`src/rtl/punc_dbg_pkg.sv`:
```
// Shared debug-link definitions: dumper FSM states, dump phases and stream tags.
// The host-link decoder reuses the TAG_* constants to demultiplex the stream.
package punc_dbg_pkg;

  typedef enum logic [1:0] {
    IDLE  = 2'd0,
    FETCH = 2'd1,
    SEND  = 2'd2
  } state_t;

  typedef enum logic [1:0] {
    PH_PC  = 2'd0,
    PH_REG = 2'd1,
    PH_MEM = 2'd2
  } phase_t;

  localparam logic [1:0] TAG_PC  = 2'b00;
  localparam logic [1:0] TAG_REG = 2'b01;
  localparam logic [1:0] TAG_MEM = 2'b10;

  localparam int REG_IDX_W = 3;

endpackage

```
`src/rtl/punc_state_dumper.sv`:
```
// Read-only observer of the PUnC debug ports: on start it streams PC, R0..R(N-1)
// and a memory window as tagged valid/ready words, one word per FETCH/SEND pair.
module punc_state_dumper
  import punc_dbg_pkg::*;
#(
  parameter int NUM_REGS = 8,
  parameter int WORD_W   = 16
) (
  input  logic                 clk,
  input  logic                 rst,
  input  logic                 start,
  input  logic [WORD_W-1:0]    cfg_base,
  input  logic [WORD_W-1:0]    cfg_count,
  output logic                 busy,
  output logic                 done,
  input  logic [WORD_W-1:0]    pc_debug_data,
  output logic [REG_IDX_W-1:0] rf_debug_addr,
  input  logic [WORD_W-1:0]    rf_debug_data,
  output logic [WORD_W-1:0]    mem_debug_addr,
  input  logic [WORD_W-1:0]    mem_debug_data,
  output logic                 out_valid,
  input  logic                 out_ready,
  output logic [WORD_W-1:0]    out_data,
  output logic [1:0]           out_tag,
  output logic                 out_last
);

  localparam logic [REG_IDX_W-1:0] LAST_IDX = REG_IDX_W'(NUM_REGS - 1);

  state_t               state_r, state_s;
  phase_t               phase_r, phase_s;
  logic [REG_IDX_W-1:0] reg_idx_r, reg_idx_s;
  logic [WORD_W-1:0]    mem_addr_r, mem_addr_s;
  logic [WORD_W-1:0]    base_r, base_s;
  logic [WORD_W-1:0]    remaining_r, remaining_s;
  logic                 busy_r, busy_s;
  logic                 done_r, done_s;
  logic                 out_valid_r, out_valid_s;
  logic [WORD_W-1:0]    out_data_r, out_data_s;
  logic [1:0]           out_tag_r, out_tag_s;
  logic                 out_last_r, out_last_s;

  // Next-state and next-output logic; every register holds unless a branch updates it.
  always_comb begin
    state_s     = state_r;
    phase_s     = phase_r;
    reg_idx_s   = reg_idx_r;
    mem_addr_s  = mem_addr_r;
    base_s      = base_r;
    remaining_s = remaining_r;
    busy_s      = busy_r;
    done_s      = 1'b0;
    out_valid_s = out_valid_r;
    out_data_s  = out_data_r;
    out_tag_s   = out_tag_r;
    out_last_s  = out_last_r;
    case (state_r)
      IDLE: begin
        if (start) begin
          base_s      = cfg_base;
          remaining_s = cfg_count;
          phase_s     = PH_PC;
          reg_idx_s   = {REG_IDX_W{1'b0}};
          busy_s      = 1'b1;
          state_s     = FETCH;
        end else begin
          busy_s = 1'b0;
        end
      end
      FETCH: begin
        out_valid_s = 1'b1;
        state_s     = SEND;
        case (phase_r)
          PH_PC: begin
            out_data_s = pc_debug_data;
            out_tag_s  = TAG_PC;
            out_last_s = 1'b0;
          end
          PH_REG: begin
            out_data_s = rf_debug_data;
            out_tag_s  = TAG_REG;
            out_last_s = (reg_idx_r == LAST_IDX) && (remaining_r == {WORD_W{1'b0}});
          end
          PH_MEM: begin
            out_data_s = mem_debug_data;
            out_tag_s  = TAG_MEM;
            out_last_s = (remaining_r == WORD_W'(1));
          end
          default: begin
            out_data_s = {WORD_W{1'b0}};
            out_tag_s  = TAG_PC;
            out_last_s = 1'b0;
          end
        endcase
      end
      SEND: begin
        if (out_valid_r && out_ready) begin
          out_valid_s = 1'b0;
          state_s     = FETCH;
          case (phase_r)
            PH_PC: begin
              phase_s   = PH_REG;
              reg_idx_s = {REG_IDX_W{1'b0}};
            end
            PH_REG: begin
              if (reg_idx_r != LAST_IDX) begin
                reg_idx_s = reg_idx_r + REG_IDX_W'(1);
              end else if (remaining_r == {WORD_W{1'b0}}) begin
                state_s = IDLE;
                busy_s  = 1'b0;
                done_s  = 1'b1;
              end else begin
                phase_s    = PH_MEM;
                mem_addr_s = base_r;
              end
            end
            PH_MEM: begin
              // Address wraps naturally at the word width; the count is never clipped.
              if (remaining_r > WORD_W'(1)) begin
                mem_addr_s  = mem_addr_r + WORD_W'(1);
                remaining_s = remaining_r - WORD_W'(1);
              end else begin
                state_s = IDLE;
                busy_s  = 1'b0;
                done_s  = 1'b1;
              end
            end
            default: begin
              state_s = IDLE;
              busy_s  = 1'b0;
            end
          endcase
        end else begin
          out_valid_s = out_valid_r;
        end
      end
      default: begin
        state_s     = IDLE;
        busy_s      = 1'b0;
        out_valid_s = 1'b0;
      end
    endcase
  end

  // State and output registers with synchronous active-low reset.
  always_ff @(posedge clk) begin
    if (!rst) begin
      state_r     <= IDLE;
      phase_r     <= PH_PC;
      reg_idx_r   <= {REG_IDX_W{1'b0}};
      mem_addr_r  <= {WORD_W{1'b0}};
      base_r      <= {WORD_W{1'b0}};
      remaining_r <= {WORD_W{1'b0}};
      busy_r      <= 1'b0;
      done_r      <= 1'b0;
      out_valid_r <= 1'b0;
      out_data_r  <= {WORD_W{1'b0}};
      out_tag_r   <= 2'b00;
      out_last_r  <= 1'b0;
    end else begin
      state_r     <= state_s;
      phase_r     <= phase_s;
      reg_idx_r   <= reg_idx_s;
      mem_addr_r  <= mem_addr_s;
      base_r      <= base_s;
      remaining_r <= remaining_s;
      busy_r      <= busy_s;
      done_r      <= done_s;
      out_valid_r <= out_valid_s;
      out_data_r  <= out_data_s;
      out_tag_r   <= out_tag_s;
      out_last_r  <= out_last_s;
    end
  end

  assign busy           = busy_r;
  assign done           = done_r;
  assign rf_debug_addr  = reg_idx_r;
  assign mem_debug_addr = mem_addr_r;
  assign out_valid      = out_valid_r;
  assign out_data       = out_data_r;
  assign out_tag        = out_tag_r;
  assign out_last       = out_last_r;

endmodule

```
`config.mk`:
```
export PLATFORM = sky130hd
export DESIGN_NAME = punc_state_dumper
export DESIGN_NICKNAME = d
export VERILOG_FILES = /design/src/rtl/punc_dbg_pkg.sv /design/src/rtl/punc_state_dumper.sv
export SDC_FILE = /design/constraint.sdc
export NUM_CORES = 1
export LEC_CHECK = 0
export CAP_MARGIN = 20
export CORE_ASPECT_RATIO = 0.5
export CORE_MARGIN = 5
export CORE_UTILIZATION = 47
export CTS_CLUSTER_DIAMETER = 30
export DETAILED_ROUTE_END_ITERATION = 8
export GPL_ROUTABILITY_DRIVEN = 1
export GPL_TIMING_DRIVEN = 0
export PLACE_DENSITY = 0.82
export SYNTH_ARGS = -nofsm -noshare
export SYNTH_HDL_FRONTEND = slang
export SYNTH_SLANG_ARGS = --single-unit
```
`constraint.sdc`:
```
create_clock -name clk -period 2.71 [get_ports clk]
set_input_delay 0.813 -clock clk [delete_from_list [all_inputs] [get_ports clk]]
set_output_delay 0.813 -clock clk [all_outputs]
set_load 0.02 [all_outputs]
```
==> results.yml <==
floorplanning:
  rows: 24
  pin_count: 125
  die_area_um2: 10800
  start_util_pct: 47.7
  die_width_um: 142
  die_y_um: 76.0
  core_um2: 8590
detailed_routing:
  finalWirelength_mm: 12.9
  routed_via_density: 5.79
  dr.pass1.iters: 5
  drt_iter0_drc: 485
  wl_per_cell_um: 16.6
  antenna_left: 0
  drc: 0
  vias: 4494
synth:
  avgSynthCellArea_um2: 7.85
  ys_seq_elements: 77
  synth_top_area_cell: "dfxtp_1"
  mappedNetlistArea_um2: 4100
  synth_edf_count: 0
  synth-main-ff-cell: "dfxtp_1"
  synthTopCellsByArea: "dfxtp_1 (38%), nand2_1 (8.7%), a21oi_1 (8.2%)"
  synthArstFlopShare_pct: 0
  ys_warn_count: 0
  synth_nets: 615
  syn_inst: 522
  yosysTopAreaCellShare_pct: 37.6
  yosysSeqAreaShare_pct: 37.6
  synth_cell_types: 62
pwr:
  seq_power_share_pct: 38.2
  vdd_drop_max_v: 0.000340
  power.leakage_nw: 2.06
  p_sw_uw: 983
  power_density_nw_per_um2: 581
  intPower_mw: 2.38
  clock_power_share_pct: 37.2
  swShare_pct: 29.2
  p_comb_share_pct: 24.6
global_routing:
  grt_pass1_wl_mm: 20.3
  grt_start_max_net_pins: 12
  grt_pass1_vias: 4066
  antenna_found_initial: 0
  grt_overflow: 0
  grtUsageTotal_pct: 23.0
timing:
  slew_viol_final: 0
  max_freq_mhz: 393
  fin_crit_sh_pct: 93.9
  hold_viol: 0
  fin_tns_setup_ps: 0
  relSlewSlack_pct: 56.3
  finalSetupViolations: 0
  clock-skew-final_ps: 7.58
  rsz0062_at_grt: "false"
  finalCriticalPeriod_ps: 2550
  worst_pin_slew_ps: 656
hold_path:
  hold_path_class: "flip-flop to flip-flop"
flow_run:
  maxCapViolCount: 0
clocking:
  tritoncts: "built"
  clock_sinks: 77
  cts_hold_buf: 0
  cts_buffers: 9
  clock_latency_ps: 340
  clockBufferDepth: 2
  cts_root_buf: "clkbuf_16"
  cts.clk_slew.worst_paths_ps: 60
  cts_htree_levels: 3
cells_and_area:
  layout_common_cells: "clkdlybuf4s50_1 (124), nand2_1 (95), dfxtp_1 (77), a21oi_1 (67), nor2_1 (43)"
  area_growth_syn_to_layout_pct: 41.4
  n_fill_cell: 729
  utilization_pct: 67.5
  design_area_um2: 5790
  drive_above_1_share_pct: 6.53
  antenna_cells: 0
  fin_nets: 750
  layout_commonest_cell: "clkdlybuf4s50_1"
outcome:
  status: "completed"
setup_path:
  arrival_ps: 2800
  cp_cell_sequence: "clkdlybuf4s50_1, nand3_1, a21oi_1, o21a_1, buf_2, nand3_1, a31oi_1"
  start_kind: "input pin"
  cpMostUsedCell: "nand3_1"
  worst_ep_required_time_ps: 2960
  cpLargestDelayFamily: "compound AO/OA/AOI/OAI gates"
  critPathBufInv: 2
  critPathKind: "input pin to flip-flop"
  crit_fanout: 10
  critPathSlowestCell: "a21oi_1"
  end_kind: "flip-flop"
  max_stage_delay_ps: 540
place:
  gp_congestion: 0.918
  dp_hpwl_mm: 9.52
  io_buffers: 124
  placed_area_um2: 5480
-- cells by family after synthesis --
family	count (synthesis)	synth area share [%]
AND/OR/NAND/NOR	222	25.5
AO/OA/AOI/OAI	164	28.4
flip-flops	77	37.6
buffers and inverters	46	4.70
adder cells (fa/ha/maj)	9	2.75
multiplexers	4	0.977
-- stage by stage --
stage | total power [mW] | hold WS, ps | cells | worst slack [ps]
CTS | 3.35 | 453 | 776 | 171
floorplan | 1.79 | 432 | 522 | 688
detailed placement | 2.11 | 444 | 763 | -139
finish | 3.37 | 454 | 776 | 164
global placement | 2.09 | 438 | 763 | -140
global route | 3.51 | 466 | 776 | 11.2
-- tightest hold or removal path, stage by stage, from the launching register on --
cell and delay [ps]:
dfxtp_1 300, nand2_1 50, a21oi_1 50
-- state kept, by name, summed over array words and instances, names as in the netlist --
signal          count
state_r             2
mem_debug_addr     16
out_valid           1
out_tag             2
base_r             16
rf_debug_addr       3
out_last            1
done                1
busy                1
out_data           16
phase_r             2
remaining_r        16
-- cell usage after synthesis, drive strengths merged (3+ instances only) --
cell type / number
a21oi: 69
a222oi: 16
a22oi: 3
a31oi: 6
a32o: 4
and2: 6
and3: 4
buf: 9
clkbuf: 28
dfxtp: 77
ha: 9
inv: 9
mux2i: 4
nand2: 95
nand2b: 6
nand3: 14
nand4: 4
nor2: 43
nor2b: 5
nor3: 33
nor4: 4
o211ai: 3
o21a: 4
o21ai: 28
o311ai: 8
o31ai: 4
or3: 3
-- what timing repair did --
| item | 4_1_cts | 5_1_grt |
|---|---|---|
| setup buffers | 0 | 0 |
| gates resized for setup | 0 | 1 |
| endpoints found under the setup margin | 0 | 1 |
-- path summary, 6_finish.rpt --
check | slack (ps) | to | cells past startpoint | startpoint
min | 450 | base_r[1] | 2 | base_r[1]
max | 160 | remaining_r[0] | 7 | out_ready
min reg2reg | 450 | base_r[1] | 2 | base_r[1]
max reg2reg | 230 | mem_debug_addr[14] | 8 | remaining_r[0]
-- cell type report --
| type | instances | area, µm² | share of cell area (%) |
|---|---|---|---|
| repair buffers | 124 | 1240 | 21.4 |
| flip-flops and latches | 77 | 1540 | 26.6 |
| inverters | 9 | 33.8 | 0.583 |
| clock inverters | 2 | 60.1 | 1.04 |
| multi-input cells | 399 | 2370 | 40.9 |
| plain buffers | 37 | 159 | 2.74 |
| clock buffers | 11 | 243 | 4.19 |
| well taps | 117 | 146 | 2.53 |
-- power by group through the flow --
stage,combinational (mW),clock (mW),sequential [mW]
6_report,0.827,1.25,1.29
5_1_grt,0.894,1.32,1.30
4_1_cts,0.812,1.26,1.28
3_5_place_dp,0.802,0,1.31
3_3_place_gp,0.791,0,1.30
2_1_floorplan,0.463,0,1.32
-- routing by layer --
layer / global-route usage [%] / up-vias / part of all wire, %
met2: 37.4 / 158 / 48
li1: - / 2177 / -
met1: 31.4 / 2143 / 45
met5: 0 / - / 0
met3: 5.27 / 16 / 6.5
met4: 4.69 / 0 / 1.1
Note: power is estimated with default switching activity, not from simulation.
==> variant (config.mk and constraints unchanged) <==
Add an input register stage for `cfg_count`, without a reset; this delays it by one clock. The other inputs are not delayed to match.
--- a/src/rtl/punc_state_dumper.sv
+++ b/src/rtl/punc_state_dumper.sv
@@ -27,4 +27,10 @@
 
   localparam logic [REG_IDX_W-1:0] LAST_IDX = REG_IDX_W'(NUM_REGS - 1);
+
+  logic [WORD_W-1:0] cfg_count_q;
+
+  always_ff @(posedge clk) begin
+    cfg_count_q <= cfg_count;
+  end
 
   state_t               state_r, state_s;
@@ -59,5 +65,5 @@
         if (start) begin
           base_s      = cfg_base;
-          remaining_s = cfg_count;
+          remaining_s = cfg_count_q;
           phase_s     = PH_PC;
           reg_idx_s   = {REG_IDX_W{1'b0}};
Function: same outputs for any inputs over 4 cycles, from zero or initial values and one cycle with rst low; that may be too few to reach the edited logic, so the function may still have changed.
==> variant against the original RTL <==
Non-clock buffer count increased by 12. Sequential cell count grew 16. Design area grew 8.9%. Power grew 9.0%. Area after synthesis increased by 12%. Clock skew fell by 0.0019 ns. Sequential power increased by 19%. Setup slack got worse by 0.065 ns. Routed wire length grew 20%. Via count is 15% higher. Synthesized cell count rose by 9.4%. Critical path type unchanged.
==> variant: results (changes against the original RTL) <==
Synthesis
  – Syn Nets: 664 (was 615)
  – Distinct cells, synth: 69 (was 62)
  – Dominant cells by area after synthesis: dfxtp_1, a21oi_1, nand2_1 (was dfxtp_1, nand2_1, a21oi_1)
  – Sequential area share after synthesis: 0.406 (was 0.376)
  – Post-synth top cells: dfxtp_1, nand2_1, a21oi_1, nor2_1, clkbuf_1 (was nand2_1, dfxtp_1, a21oi_1, nor2_1, nor3_1)
  – Synth warn: 0 (unchanged)
  – Synth async-reset ratio: 0 (unchanged)

CTS
  – CTS root buf: clkbuf_16 (unchanged)
  – Post-CTS Setup Bufs: 0 (unchanged)
  – Post-CTS sizing: 0 (unchanged)
  – Max clock buf depth: 2 (unchanged)
  – Reg clk slew, reported paths: 0.06 ns (about the same)
  – Clk_lat worst skew: between 0.3 and 0.4 ns
  – CTS H-tree depth: 3 (unchanged)
  – CTS Buf Count: 9 (unchanged)

Detailed routing
  – Top layer in use: met4 (unchanged)
  – Metal1 wirelength: 6.37 mm (was 5.73 mm)
  – Met3 Wirelength: 2.05 mm (was 831 microns)
  – Routed WL: 15.5 mm (was 12.9 mm)
  – Drt first-iter violations: 577 (was 485)
  – Vias per std cell: 6.09 (was 5.79)
  – DR WL met2: 6.71 mm (was 6.16 mm)
  – Router iterations before antenna repair: 6 (was 5)

GRT
  – First-pass GRT wire length: 24.1 mm (was 20.3 mm)
  – Number of global-route vias before repair: 4,702 (was 4,066)
  – Antenna violations before repair: 0 (unchanged)
  – Total track usage: 0.254 (was 0.230)
  – Pin count of the biggest net entering global routing: 15 (was 12)

Timing
  – Slew headroom: 0.402 (was 0.563)
  – Final Skew: 0.00568 ns (was 0.00758 ns)
  – Worst hold slack: 0.456 ns (was 0.454 ns)

Job
  – Number of max-cap violations: 0 (unchanged)

Placement
  – Area post-placement: 6000 sq um (was 5480 sq um)
  – Port Buffers: 124 (unchanged)
  – GP Congestion: 0.971 (was 0.918)
  – Place WS: -0.281 ns (was -0.139 ns)
  – HPWL Detailed: 11.3 mm (was 9.52 mm)

Critical path
  – WP data arrival: 2.89 ns (was 2.80 ns)
  – R2R setup slack: 0.13 ns (was 0.23 ns)
  – Depth of the most critical reg-to-reg path: 8 (unchanged)
  – R2R Path Start: remaining_r[0]$_SDFFE_PN0P_ (unchanged)
  – Worst R2R End: mem_debug_addr[15]$_SDFFE_PN0P_ (was mem_debug_addr[14]$_SDFFE_PN0P_)
  – CP Max Fanout: 10 (unchanged)

Hold path
  – Worst Hold Path Cells: 2 (unchanged)
  – Hold path start: base_r[1]$_SDFFE_PN0P_ (unchanged)
  – Worst hold path type: flop to flop (unchanged)
  – WHS Endpoint: base_r[1]$_SDFFE_PN0P_ (unchanged)

Run status
  – Outcome: finished clean (unchanged)

Cells and area
  – Ratio of cells with drive above 1 in the final layout: 0.0549 (was 0.0653)
  – Filler cells: 802 (was 729)
  – Nets: 799 (was 750)
  – # diodes: 0 (unchanged)

Power and ir drop
  – VDD IR max: 305 uV (was 340 uV)
  – Leak: 2.32 nW (was 2.06 nW)
==> variant: changes by cell type in the layout (fill, tap and decap cells not counted), moves of 8 or more <==
cell / before / now
dfxtp_1: 77 / 93
o21ai_0: 22 / 9
o311ai_2: 8 / 0
o32ai_1: 2 / 10
nor2_1: 43 / 56
nor4_1: 2 / 11
nand2_1: 95 / 77
==> variant: where the power goes <==
part           total (mW)  internal (mW)  switching [mW]
Combinational       0.870          0.366           0.504
Clock                1.26          0.738           0.524
Sequential           1.54           1.46          0.0782
==> variant: metrics by stage <==
stage,utilization,std cells
3_5_place_dp,0.633,830
4_1_cts,0.664,846
5_1_grt,0.665,846
6_report,0.665,846
2_1_floorplan,-,571
3_3_place_gp,0.633,830
==> variant: worst max-delay path by stage <==
stage	start	slack, ns	to
2_1_floorplan	remaining_r[0]$_SDFFE_PN0P_	0.54	mem_debug_addr[8]$_SDFFE_PN0P_
6_report	rst	0.1	mem_debug_addr[14]$_SDFFE_PN0P_
3_3_place_gp	rst	-0.23	busy$_SDFFE_PN0P_
5_1_grt	rst	0.03	busy$_SDFFE_PN0P_
3_5_place_dp	start	-0.28	rf_debug_addr[2]$_SDFFE_PN0P_
4_1_cts	rst	0.02	busy$_SDFFE_PN0P_
==> variant: layout make-up <==
class / instances / share of cell area
Timing Repair Buffer: 124 / 0.197
Sequential cell: 93 / 0.295
Clock inverter: 4 / 0.00754
Buffer: 49 / 0.0335
Multi-Input combinational cell: 420 / 0.396
Clock buffer: 12 / 0.0391
Tap cell: 135 / 0.0268
Inverter: 9 / 0.00536
==> variant: logic make-up after synthesis <==
group	after synthesis	synth area share
fa+ha+maj	9	0.0246
mux	2	0.00464
compound gates	166	0.252
simple gates	242	0.258
xor+xnor	1	0.00191
buf+inv	58	0.0527
flops	93	0.406
==> variant: layer usage <==
layer | vias up | global-route usage
met5 | - | 0
met4 | 0 | 0.0931
met3 | 44 | 0.0868
met2 | 338 | 0.388
met1 | 2359 | 0.334
li1 | 2407 | -
==> variant: critical path, cell delays in order <==
cell             delay (ns)
clkdlybuf4s50_1        0.48
clkbuf_1               0.36
clkbuf_2               0.35
clkbuf_1               0.47
o2111ai_1              0.25
nand4_1                0.16
